**config.mk**
```make
export PLATFORM = sky130hd
export DESIGN_NAME = pe_array_sequencer
export DESIGN_NICKNAME = d
export VERILOG_FILES = /design/src/rtl/pe_array_sequencer.sv
export SDC_FILE = /design/constraint.sdc
export NUM_CORES = 1
export LEC_CHECK = 0
export BUFFER_PORTS_ARGS = -buffer_cell sky130_fd_sc_hd__buf_4
export CAP_MARGIN = 40
export CORE_MARGIN = 2
export CORE_UTILIZATION = 56
export DETAILED_ROUTE_END_ITERATION = 16
export PLACE_DENSITY = 0.83
export SLEW_MARGIN = 20
export SYNTH_ARGS = -nofsm -noshare
export SYNTH_HDL_FRONTEND = slang
export SYNTH_SLANG_ARGS = --single-unit
```
**constraint.sdc**
```tcl
create_clock -name clk -period 4.2 [get_ports clk]
set_input_delay 0 -clock clk [delete_from_list [all_inputs] [get_ports clk]]
set_output_delay 0 -clock clk [all_outputs]
set_load 0.02 [all_outputs]
```
**src/rtl/pe_array_sequencer.sv**
```systemverilog
// pe_array_sequencer: per-tile control stage driving global_state / cfg bus / x_in of the PE array.
// Optional feature SEQ_WEIGHT_REUSE_EN adds reuse_w to skip LOAD_W when weights are already resident.
module pe_array_sequencer #(
   parameter int DW         = 8,
   parameter int ROW_W      = 4,
   parameter int COL_W      = 4,
   parameter int MAC_CYCLES = 16
) (
   input  logic                   clk,
   input  logic                   rst,
   input  logic                   start,
`ifdef SEQ_WEIGHT_REUSE_EN
   input  logic                   reuse_w,
`endif
   input  logic [DW-1:0]          w_data,
   input  logic                   w_valid,
   output logic                   w_ready,
   input  logic [DW-1:0]          x_data,
   input  logic                   x_valid,
   output logic                   x_ready,
   output logic [1:0]             global_state,
   output logic [ROW_W+COL_W-1:0] cfg_addr,
   output logic [DW-1:0]          cfg_data,
   output logic                   cfg_valid,
   output logic [DW-1:0]          x_out,
   output logic                   busy,
   output logic                   done
);
   localparam int AW  = ROW_W + COL_W;
   localparam int WCW = AW + 1;
   localparam int XCW = COL_W + 1;
   localparam int MCW = $clog2(MAC_CYCLES + 1);

   localparam logic [WCW-1:0] W_LAST = WCW'((1 << AW) - 1);
   localparam logic [XCW-1:0] X_LAST = XCW'((1 << COL_W) - 1);
   localparam logic [MCW-1:0] M_LAST = MCW'(MAC_CYCLES - 1);

   // W_FLUSH / X_FLUSH are the trailing cycles that emit the last cfg write / last x_out
   localparam logic [2:0] S_IDLE    = 3'd0;
   localparam logic [2:0] S_CLR     = 3'd1;
   localparam logic [2:0] S_LOAD_W  = 3'd2;
   localparam logic [2:0] S_W_FLUSH = 3'd3;
   localparam logic [2:0] S_LOAD_X  = 3'd4;
   localparam logic [2:0] S_X_FLUSH = 3'd5;
   localparam logic [2:0] S_MAC     = 3'd6;

   localparam logic [1:0] GS_LOAD_W = 2'd0;
   localparam logic [1:0] GS_LOAD_X = 2'd1;
   localparam logic [1:0] GS_MAC    = 2'd2;
   localparam logic [1:0] GS_CLR    = 2'd3;

   logic [2:0]     state;
   logic [2:0]     next_state;
   logic [WCW-1:0] w_cnt;
   logic [XCW-1:0] x_cnt;
   logic [MCW-1:0] mac_cnt;
   logic           w_beat;
   logic           x_beat;
   logic           reuse_job;

   logic [1:0]     gs_nxt;
   logic           w_ready_nxt;
   logic           x_ready_nxt;
   logic           busy_nxt;
   logic           done_nxt;
   logic           cfg_valid_nxt;
   logic [AW-1:0]  cfg_addr_nxt;
   logic [DW-1:0]  cfg_data_nxt;
   logic [DW-1:0]  x_out_nxt;

   assign w_beat = w_valid && w_ready;
   assign x_beat = x_valid && x_ready;

`ifdef SEQ_WEIGHT_REUSE_EN
   logic w_loaded;

   // reuse is decided once at job start and only when a full weight set is resident
   always_ff @(posedge clk) begin
      if (rst) begin
         w_loaded  <= 1'b0;
         reuse_job <= 1'b0;
      end else begin
         if (state == S_W_FLUSH) begin
            w_loaded <= 1'b1;
         end
         if ((state == S_IDLE) && start) begin
            reuse_job <= reuse_w && w_loaded;
         end
      end
   end
`else
   assign reuse_job = 1'b0;
`endif

   // state register
   always_ff @(posedge clk) begin
      if (rst) begin
         state <= S_IDLE;
      end else begin
         state <= next_state;
      end
   end

   // next-state logic
   always_comb begin
      next_state = state;
      case (state)
         S_IDLE: begin
            if (start) next_state = S_CLR;
            else       next_state = S_IDLE;
         end
         S_CLR: begin
            if (reuse_job) next_state = S_LOAD_X;
            else           next_state = S_LOAD_W;
         end
         S_LOAD_W: begin
            if (w_beat && (w_cnt == W_LAST)) next_state = S_W_FLUSH;
            else                             next_state = S_LOAD_W;
         end
         S_W_FLUSH: next_state = S_LOAD_X;
         S_LOAD_X: begin
            if (x_beat && (x_cnt == X_LAST)) next_state = S_X_FLUSH;
            else                             next_state = S_LOAD_X;
         end
         S_X_FLUSH: next_state = S_MAC;
         S_MAC: begin
            if (mac_cnt == M_LAST) next_state = S_IDLE;
            else                   next_state = S_MAC;
         end
         default: next_state = S_IDLE;
      endcase
   end

   // output logic: values the output registers take at the next edge
   always_comb begin
      case (next_state)
         S_CLR:               gs_nxt = GS_CLR;
         S_LOAD_X, S_X_FLUSH: gs_nxt = GS_LOAD_X;
         S_MAC:               gs_nxt = GS_MAC;
         default:             gs_nxt = GS_LOAD_W;
      endcase
      w_ready_nxt   = (next_state == S_LOAD_W);
      x_ready_nxt   = (next_state == S_LOAD_X);
      busy_nxt      = (next_state != S_IDLE);
      done_nxt      = (state == S_MAC) && (next_state == S_IDLE);
      cfg_valid_nxt = w_beat;
      if (w_beat) begin
         cfg_addr_nxt = w_cnt[AW-1:0];
         cfg_data_nxt = w_data;
      end else begin
         cfg_addr_nxt = cfg_addr;
         cfg_data_nxt = cfg_data;
      end
      if (x_beat) begin
         x_out_nxt = x_data;
      end else begin
         x_out_nxt = x_out;
      end
   end

   // job counters: cleared on entry, stop at terminal count
   always_ff @(posedge clk) begin
      if (rst) begin
         w_cnt   <= WCW'(0);
         x_cnt   <= XCW'(0);
         mac_cnt <= MCW'(0);
      end else begin
         if (state == S_CLR) begin
            w_cnt <= WCW'(0);
            x_cnt <= XCW'(0);
         end else begin
            if (w_beat) w_cnt <= w_cnt + WCW'(1);
            else        w_cnt <= w_cnt;
            if (x_beat) x_cnt <= x_cnt + XCW'(1);
            else        x_cnt <= x_cnt;
         end
         if (state == S_MAC) mac_cnt <= mac_cnt + MCW'(1);
         else                mac_cnt <= MCW'(0);
      end
   end

   // output registers
   always_ff @(posedge clk) begin
      if (rst) begin
         global_state <= 2'd0;
         w_ready      <= 1'b0;
         x_ready      <= 1'b0;
         busy         <= 1'b0;
         done         <= 1'b0;
         cfg_valid    <= 1'b0;
         cfg_addr     <= AW'(0);
         cfg_data     <= DW'(0);
         x_out        <= DW'(0);
      end else begin
         global_state <= gs_nxt;
         w_ready      <= w_ready_nxt;
         x_ready      <= x_ready_nxt;
         busy         <= busy_nxt;
         done         <= done_nxt;
         cfg_valid    <= cfg_valid_nxt;
         cfg_addr     <= cfg_addr_nxt;
         cfg_data     <= cfg_data_nxt;
         x_out        <= x_out_nxt;
      end
   end
endmodule

```
==> impl_metrics.toml, run 1 <==
[run_status]
outcome = "finished, final reports clean"

[setup_path]
cp_num_cells = 7
reg2reg_depth = 7
cp_data_required_time_ns = 4.50
worstPathArrival_ns = 1.90
max_stage_delay_ns = 0.43
cp_common_cell = "ha_1"
crit_buf_inv = 0
cp-startpoint = "w_cnt[0]$_SDFFE_PP0N_"
crit_type = "flop to flop"
cp_slowest_cell = "dfxtp_1"
path_cells = "ha_1 > nand2_1 > nor3_1 > ha_1 > nand3_1 > o21ai_0 > nor4b_1"
rr_startpoint = "w_cnt[0]$_SDFFE_PP0N_"
startpoint_type = "flop"
worstSetupEndpointType = "flop"
crit_family = "simple AND/OR/NAND/NOR gates"
crit_path_max_fanout = 4

[timing]
finalMaxSlewViolations = 0
setup_violations = 0
period_needed_ns = 1.597
timing.final.ws_setup_ns = 2.603
tns_ns = 0
fin_crit_sh_pct = 38.03
final_hold_viol_count = 0
clock.fmax_ghz = 0.6261
rsz0062_at_grt = "no"
holdWs_ns = 0.06624
finClkSkew_ns = 0.009438
worst_slew_pin_slew_ns = 0.7264
relSlewSlack_pct = 51.57

[job]
max-cap-violations = 0

[placement]
dp_hpwl_um = 2763
io_buffers = 51
place_inst = 327
pre_cts_ws_ns = 2.597
gp_congestion = 0.8207

[route]
first_pass_iters = 4
postRouteAntennaNets = 0
num_vias = 1790
drt_iter0_markers = 118
via_per_inst = 5.056
drt-total-wl_um = 4316
drc = 0
avgRoutedWirePerCell_um = 12.19

[clock_network]
clk_pin_slew_worst_paths_ns = 0.14
tritoncts = "built"
clk-insertion-delay-late_ns = 0.38
clockRootBuffer = "clkbuf_4"
cts_setup_buffers = 0
cts.sinks = 53
cts_resized = 0
clockBufferDepth = 2
numCtsBuffers = 5
hold_buffers = 19
cts_max_level = 2

[yosys]
syn_inst = 244
ys.flop_type = "dfxtp_1"
yosys.area.top_type = "dfxtp_1"
synth.net_count = 271
synthArstFlopShare_pct = 0
ys_seq_elements = 53
postSynthAreaPerCell_um2 = 8.394
synth_edf_count = 0
ys_types = 34
ys_top_cells_by_area = "dfxtp_1, nand2_1, a21oi_1"
synth.yosys.warnings = 0
yosysTopAreaCellShare_pct = 51.80
netlist_area_um2 = 2048
seq_area_frac_synth_pct = 51.80

[min_path]
min_from = "w_valid"
hold_depth = 4
holdCritPathClass = "primary input to flop"

[grt]
antenna_found_initial = 0
top_usage_layer = "met2"
grt_overflow = 0
grt_max_degree = 36
grt_pass1_wl_um = 7169
met3_usage_pct = 4.340
grt_util_met1_pct = 25.11
grt_pass1_vias = 1693
use_met2_pct = 40.23
gr-usage-all-layers_pct = 22.44

[floorplan]
fp-row-count = 21
die_height_um = 64.48
core-area_um2 = 3416
start_util_pct = 59.96
io_pins = 52
fp.dieArea_um2 = 4157
fp.dieW_um = 64.48

[power_and_ir_drop]
p_leak_uw = 0.001024
ir_worst_vdd_mv = 0.2761
total_power_uw = 839.6
pwr_density_cell_nw_per_um2 = 315.2

[finish]
final_common_cell = "nand2_1"
layoutNonFillerInstCount = 354
areaGrowthSynthToFinish_pct = 30.05
final_cell_mix = "nand2_1, dfxtp_1, buf_4, a21oi_1, dlygate4sd3_1"
antenna_cells = 0
drive_gt1_share_pct = 20.45
nets = 334
==> state kept, by name, summed over array words and instances (netlist names) <==
register      flops
busy              1
cfg_addr          8
cfg_data          8
cfg_valid         1
done              1
global_state      2
mac_cnt           5
state             3
w_cnt             9
w_ready           1
x_cnt             5
x_out             8
x_ready           1
==> cells in the mapped netlist (all sizes together), types with 3 or more instances <==
cell type,count
a21oi,38
or3,4
nand2,60
buf,5
nor2,16
ha,6
dfxtp,53
o21ai,7
nor2b,3
inv,6
xnor2,4
clkbuf,9
nand3,8
==> worst paths after layout <==
check | end | slack, ns
setup reg to reg | state[0]$_SDFF_PP0_ | 2.60
setup / recovery | state[0]$_SDFF_PP0_ | 2.60
hold reg to reg | mac_cnt[0]$_SDFF_PP0_ | 0.46
hold / removal | w_ready$_SDFF_PP0_ | 0.07
==> final cells by class <==
cell class | count | area [um^2]
Tap cell | 46 | 57.56
Clock inverter | 2 | 10.01
Clock buffer | 6 | 41.29
Multi-Input combinational cell | 171 | 898.4
Fill cell | 256 | 752.0
Inverter | 6 | 22.52
Timing Repair Buffer | 70 | 573.1
Sequential cell | 53 | 1061
==> metrics by stage <==
stage	util [%]	cell area [um^2]
after floorplan	-	2048
after global placement	70.92	2422
after detailed placement	70.92	2422
after CTS	77.99	2664
after global routing	77.99	2664
final	77.99	2664
==> logic make-up (layout without fill, tap and decap cells) <==
logic type / after synthesis / in the layout / synth area share, %
compound gates: 52 / 52 / 13.68
xor+xnor: 6 / 6 / 2.566
fa+ha+maj: 6 / 6 / 3.665
buf+inv: 20 / 84 / 4.337
flops: 53 / 53 / 51.80
simple gates: 107 / 107 / 23.95
==> power breakdown <==
group,total [uW],internal (uW),switching (uW)
Clock,217,64.1,153
Combinational,96.1,47.0,49.2
Sequential,526,515,11.1
Total,840,626,214
==> worst min-delay path, delay by kind of cell <==
family | cells | cell delay, ns
AOI/OAI and AO/OA | 1 | 0.15
buffers and inverters | 1 | 0.11
and+or+nand+nor | 2 | 0.15
==> per-layer routing <==
metal | up-vias | part of all wire (%)
li1 | 939 | -
met4 | 0 | 3.0
met5 | - | 0
met2 | 34 | 51
met1 | 805 | 42
met3 | 12 | 3.5
No activity file was read; power rests on OpenSTA's default activity.
==> run 2, diff against run 1 <==
--- a/config.mk
+++ b/config.mk
@@ -5,12 +5,13 @@
 export SDC_FILE = /design/constraint.sdc
 export NUM_CORES = 1
 export LEC_CHECK = 0
+export ABC_AREA = 1
 export BUFFER_PORTS_ARGS = -buffer_cell sky130_fd_sc_hd__buf_4
 export CAP_MARGIN = 40
 export CORE_MARGIN = 2
-export CORE_UTILIZATION = 56
+export CORE_UTILIZATION = 52
 export DETAILED_ROUTE_END_ITERATION = 16
-export PLACE_DENSITY = 0.83
+export PLACE_DENSITY = 0.77
 export SLEW_MARGIN = 20
 export SYNTH_ARGS = -nofsm -noshare
 export SYNTH_HDL_FRONTEND = slang
==> constraint.sdc (replaced) <==
create_clock -name clk -period 1.5 [get_ports clk]
set_input_delay 0 -clock clk [delete_from_list [all_inputs] [get_ports clk]]
set_output_delay 0 -clock clk [all_outputs]
set_load 0.02 [all_outputs]
==> impl_metrics.toml, run 2 <==
[run_status]
outcome = "finished, final reports clean"

[floorplan]
fp.dieW_um = 67.60
io_pins = 52
fp-row-count = 23
start_util_pct = 53.35
fp.dieArea_um2 = 4570
core-area_um2 = 3943
die_height_um = 67.60

[placement]
io_buffers = 51
place_inst = 376
dp_hpwl_um = 3182
gp_congestion = 0.8101

[timing]
period_needed_ns = 1.483
final_hold_viol_count = 0
rsz0062_at_grt = "yes"
finalMaxSlewViolations = 0
fin_crit_sh_pct = 98.89
relSlewSlack_pct = 80.24
worst_slew_pin_slew_ns = 0.2959
setup_violations = 0
finClkSkew_ns = 0.007968
clock.fmax_ghz = 0.6742

[clock_network]
tritoncts = "built"
cts.sinks = 53
clk_pin_slew_worst_paths_ns = 0.09
clockRootBuffer = "clkbuf_8"
clk-insertion-delay-late_ns = 0.31
clockBufferDepth = 2
cts_max_level = 2
numCtsBuffers = 5

[setup_path]
crit_type = "flop to flop"
cp_slowest_cell = "dfxtp_2"
crit_path_max_fanout = 4
reg2reg_depth = 6
cp_data_required_time_ns = 1.75
rr_startpoint = "w_cnt[0]$_SDFFE_PP0N_"
startpoint_type = "flop"
r2r_slack_ns = 0.02
worstPathArrival_ns = 1.73
path_cells = "ha_4 > nand4_1 > nor3_2 > ha_1 > or2_4 > a21oi_2"
max_stage_delay_ns = 0.36
worstSetupEndpointType = "flop"
r2r_end = "w_cnt[8]$_SDFFE_PP0N_"

[yosys]
synthMuxAreaShare_pct = 0
ys_top_cells_by_area = "dfxtp_1, nor2_1, nand2_1"
yosys.area.top_type = "dfxtp_1"
synthAdderAreaFrac_pct = 3.569
ys_types = 31
yosysMostFrequentCell = "nor2_1"
netlist_top_cells_count = "nor2_1, dfxtp_1, nand2_1"
synth_top_family_by_area = "simple AND/OR/NAND/NOR gates"
ys.flop_type = "dfxtp_1"
seq_area_frac_synth_pct = 50.45
synth_compound_area_share_pct = 13.15
synth-simple-area-share_pct = 25.70
synth.yosys.warnings = 0
netlist_area_um2 = 2103
postSynthAreaPerCell_um2 = 7.790
synth_xor_area_share_pct = 0.4164
synth.net_count = 297
syn_inst = 270
synth_edf_count = 0
synthArstFlopShare_pct = 0
yosysTopAreaCellShare_pct = 50.45
ys_seq_elements = 53

[finish]
drive_gt1_share_pct = 28.90
largest_reg_flops = 9
nFillCells = 281
areaGrowthSynthToFinish_pct = 41.70
largest_register = "w_cnt"
final_cell_mix = "buf_4, nor2_1, dfxtp_1, nand2_1, o21ai_0"
nets = 379
antenna_cells = 0
layoutNonFillerInstCount = 403
final_common_cell = "buf_4"

[grt]
grt_pass1_wl_um = 8224
antenna_found_initial = 0
grt_max_degree = 20
grt_pass1_vias = 1886
grt_overflow = 0
gr-usage-all-layers_pct = 23.78

[min_path]
min_to = "cfg_addr[6]$_SDFFE_PP0N_"
holdCritPathClass = "primary input to flop"
hold_depth = 4
min_from = "w_valid"

[power_and_ir_drop]
total_power_uw = 2802
p_int_uw = 2151
sw_frac_of_total_pct = 23.23
p_sw_uw = 651.1
combinationalPowerShare_pct = 12.3
p_leak_uw = 0.001286
pwr-share-clk_pct = 35.2
ir_worst_vdd_mv = 0.7167
seq_power_share_pct = 52.5
pwr_density_cell_nw_per_um2 = 940.2

[route]
postRouteAntennaNets = 0
via_per_inst = 4.921
drt-total-wl_um = 5012
avgRoutedWirePerCell_um = 12.44
drc = 0
num_vias = 1983
drt_iter0_markers = 127
first_pass_iters = 4

[job]
max-cap-violations = 0
## run 2: kinds of logic after synthesis
family,Yosys count
and+or+nand+nor,123
DFF,53
AOI/OAI and AO/OA,51
buffers and inverters,36
adders and majority gates,6
xor gates and xnor gates,1
## run 2: worst max-delay path by stage
stage / from / end / slack [ns] / cells after the start
after floorplan: w_cnt[1]$_SDFFE_PP0N_ / w_cnt[8]$_SDFFE_PP0N_ / 0.02 / 6
after global placement: w_cnt[1]$_SDFFE_PP0N_ / w_cnt[8]$_SDFFE_PP0N_ / 0.02 / 6
after detailed placement: w_cnt[1]$_SDFFE_PP0N_ / w_cnt[8]$_SDFFE_PP0N_ / -0.03 / 6
after CTS: w_cnt[1]$_SDFFE_PP0N_ / w_cnt[8]$_SDFFE_PP0N_ / 0.02 / 6
after global routing: w_cnt[2]$_SDFFE_PP0N_ / w_cnt[8]$_SDFFE_PP0N_ / -0.05 / 7
final: w_cnt[0]$_SDFFE_PP0N_ / w_cnt[8]$_SDFFE_PP0N_ / 0.02 / 6
## run 2: power by group through the flow
stage	sequential, uW	combinational (uW)	clock [uW]
after floorplan	1540	124	0
after detailed placement	1500	293	0
after global placement	1500	289	0
after global routing	1480	377	1060
after CTS	1470	331	1020
final	1470	344	988
## run 2: layout make-up
| type | count | area [um^2] | share of cell area [%] |
|---|---|---|---|
| Sequential cell | 53 | 1067 | 35.81 |
| Multi-Input combinational cell | 181 | 958.4 | 32.16 |
| Timing Repair Buffer | 83 | 668.1 | 22.42 |
| Inverter | 28 | 107.6 | 3.610 |
| Clock buffer | 7 | 86.33 | 2.897 |
| Tap cell | 50 | 62.56 | 2.099 |
| Clock inverter | 1 | 30.03 | 1.008 |
## run 2: metal layers
layer | wire, um | global-route usage [%]
met5 | 0 | 0
met4 | 85 | 10.20
met3 | 210 | 5.667
met2 | 2581 | 41.67
met1 | 2136 | 27.39
## run 2: critical path, delay by kind of cell (launching register included)
kind / cells / cell delay, ns
compound gates: 1 / 0.12
fa+ha+maj: 2 / 0.41
flops: 1 / 0.36
simple gates: 3 / 0.55
## run 2: what timing repair did
action | in CTS | in global routing
gates resized for setup | 1 | 13
pin swaps | 1 | 12
endpoints found under the hold margin | 20 | 0
buffers inserted | 0 | 1
hold buffers | 18 | 0
endpoints found under the setup margin | 1 | 7
## run 2: per-stage QoR
stage	util, %	hold WS [ns]	area (um^2)	setup TNS, ns	worst slack [ns]
2_1_floorplan	-	0.06907	2118	0	0.01589
3_3_place_gp	66.65	0.2403	2628	0	0.01969
3_5_place_dp	66.65	0.2452	2628	-0.02808	-0.02808
4_1_cts	74.29	0.1440	2929	0	0.02162
5_1_grt	75.60	0.1810	2980	-0.1452	-0.04902
6_report	75.60	0.1501	2980	0	0.01668
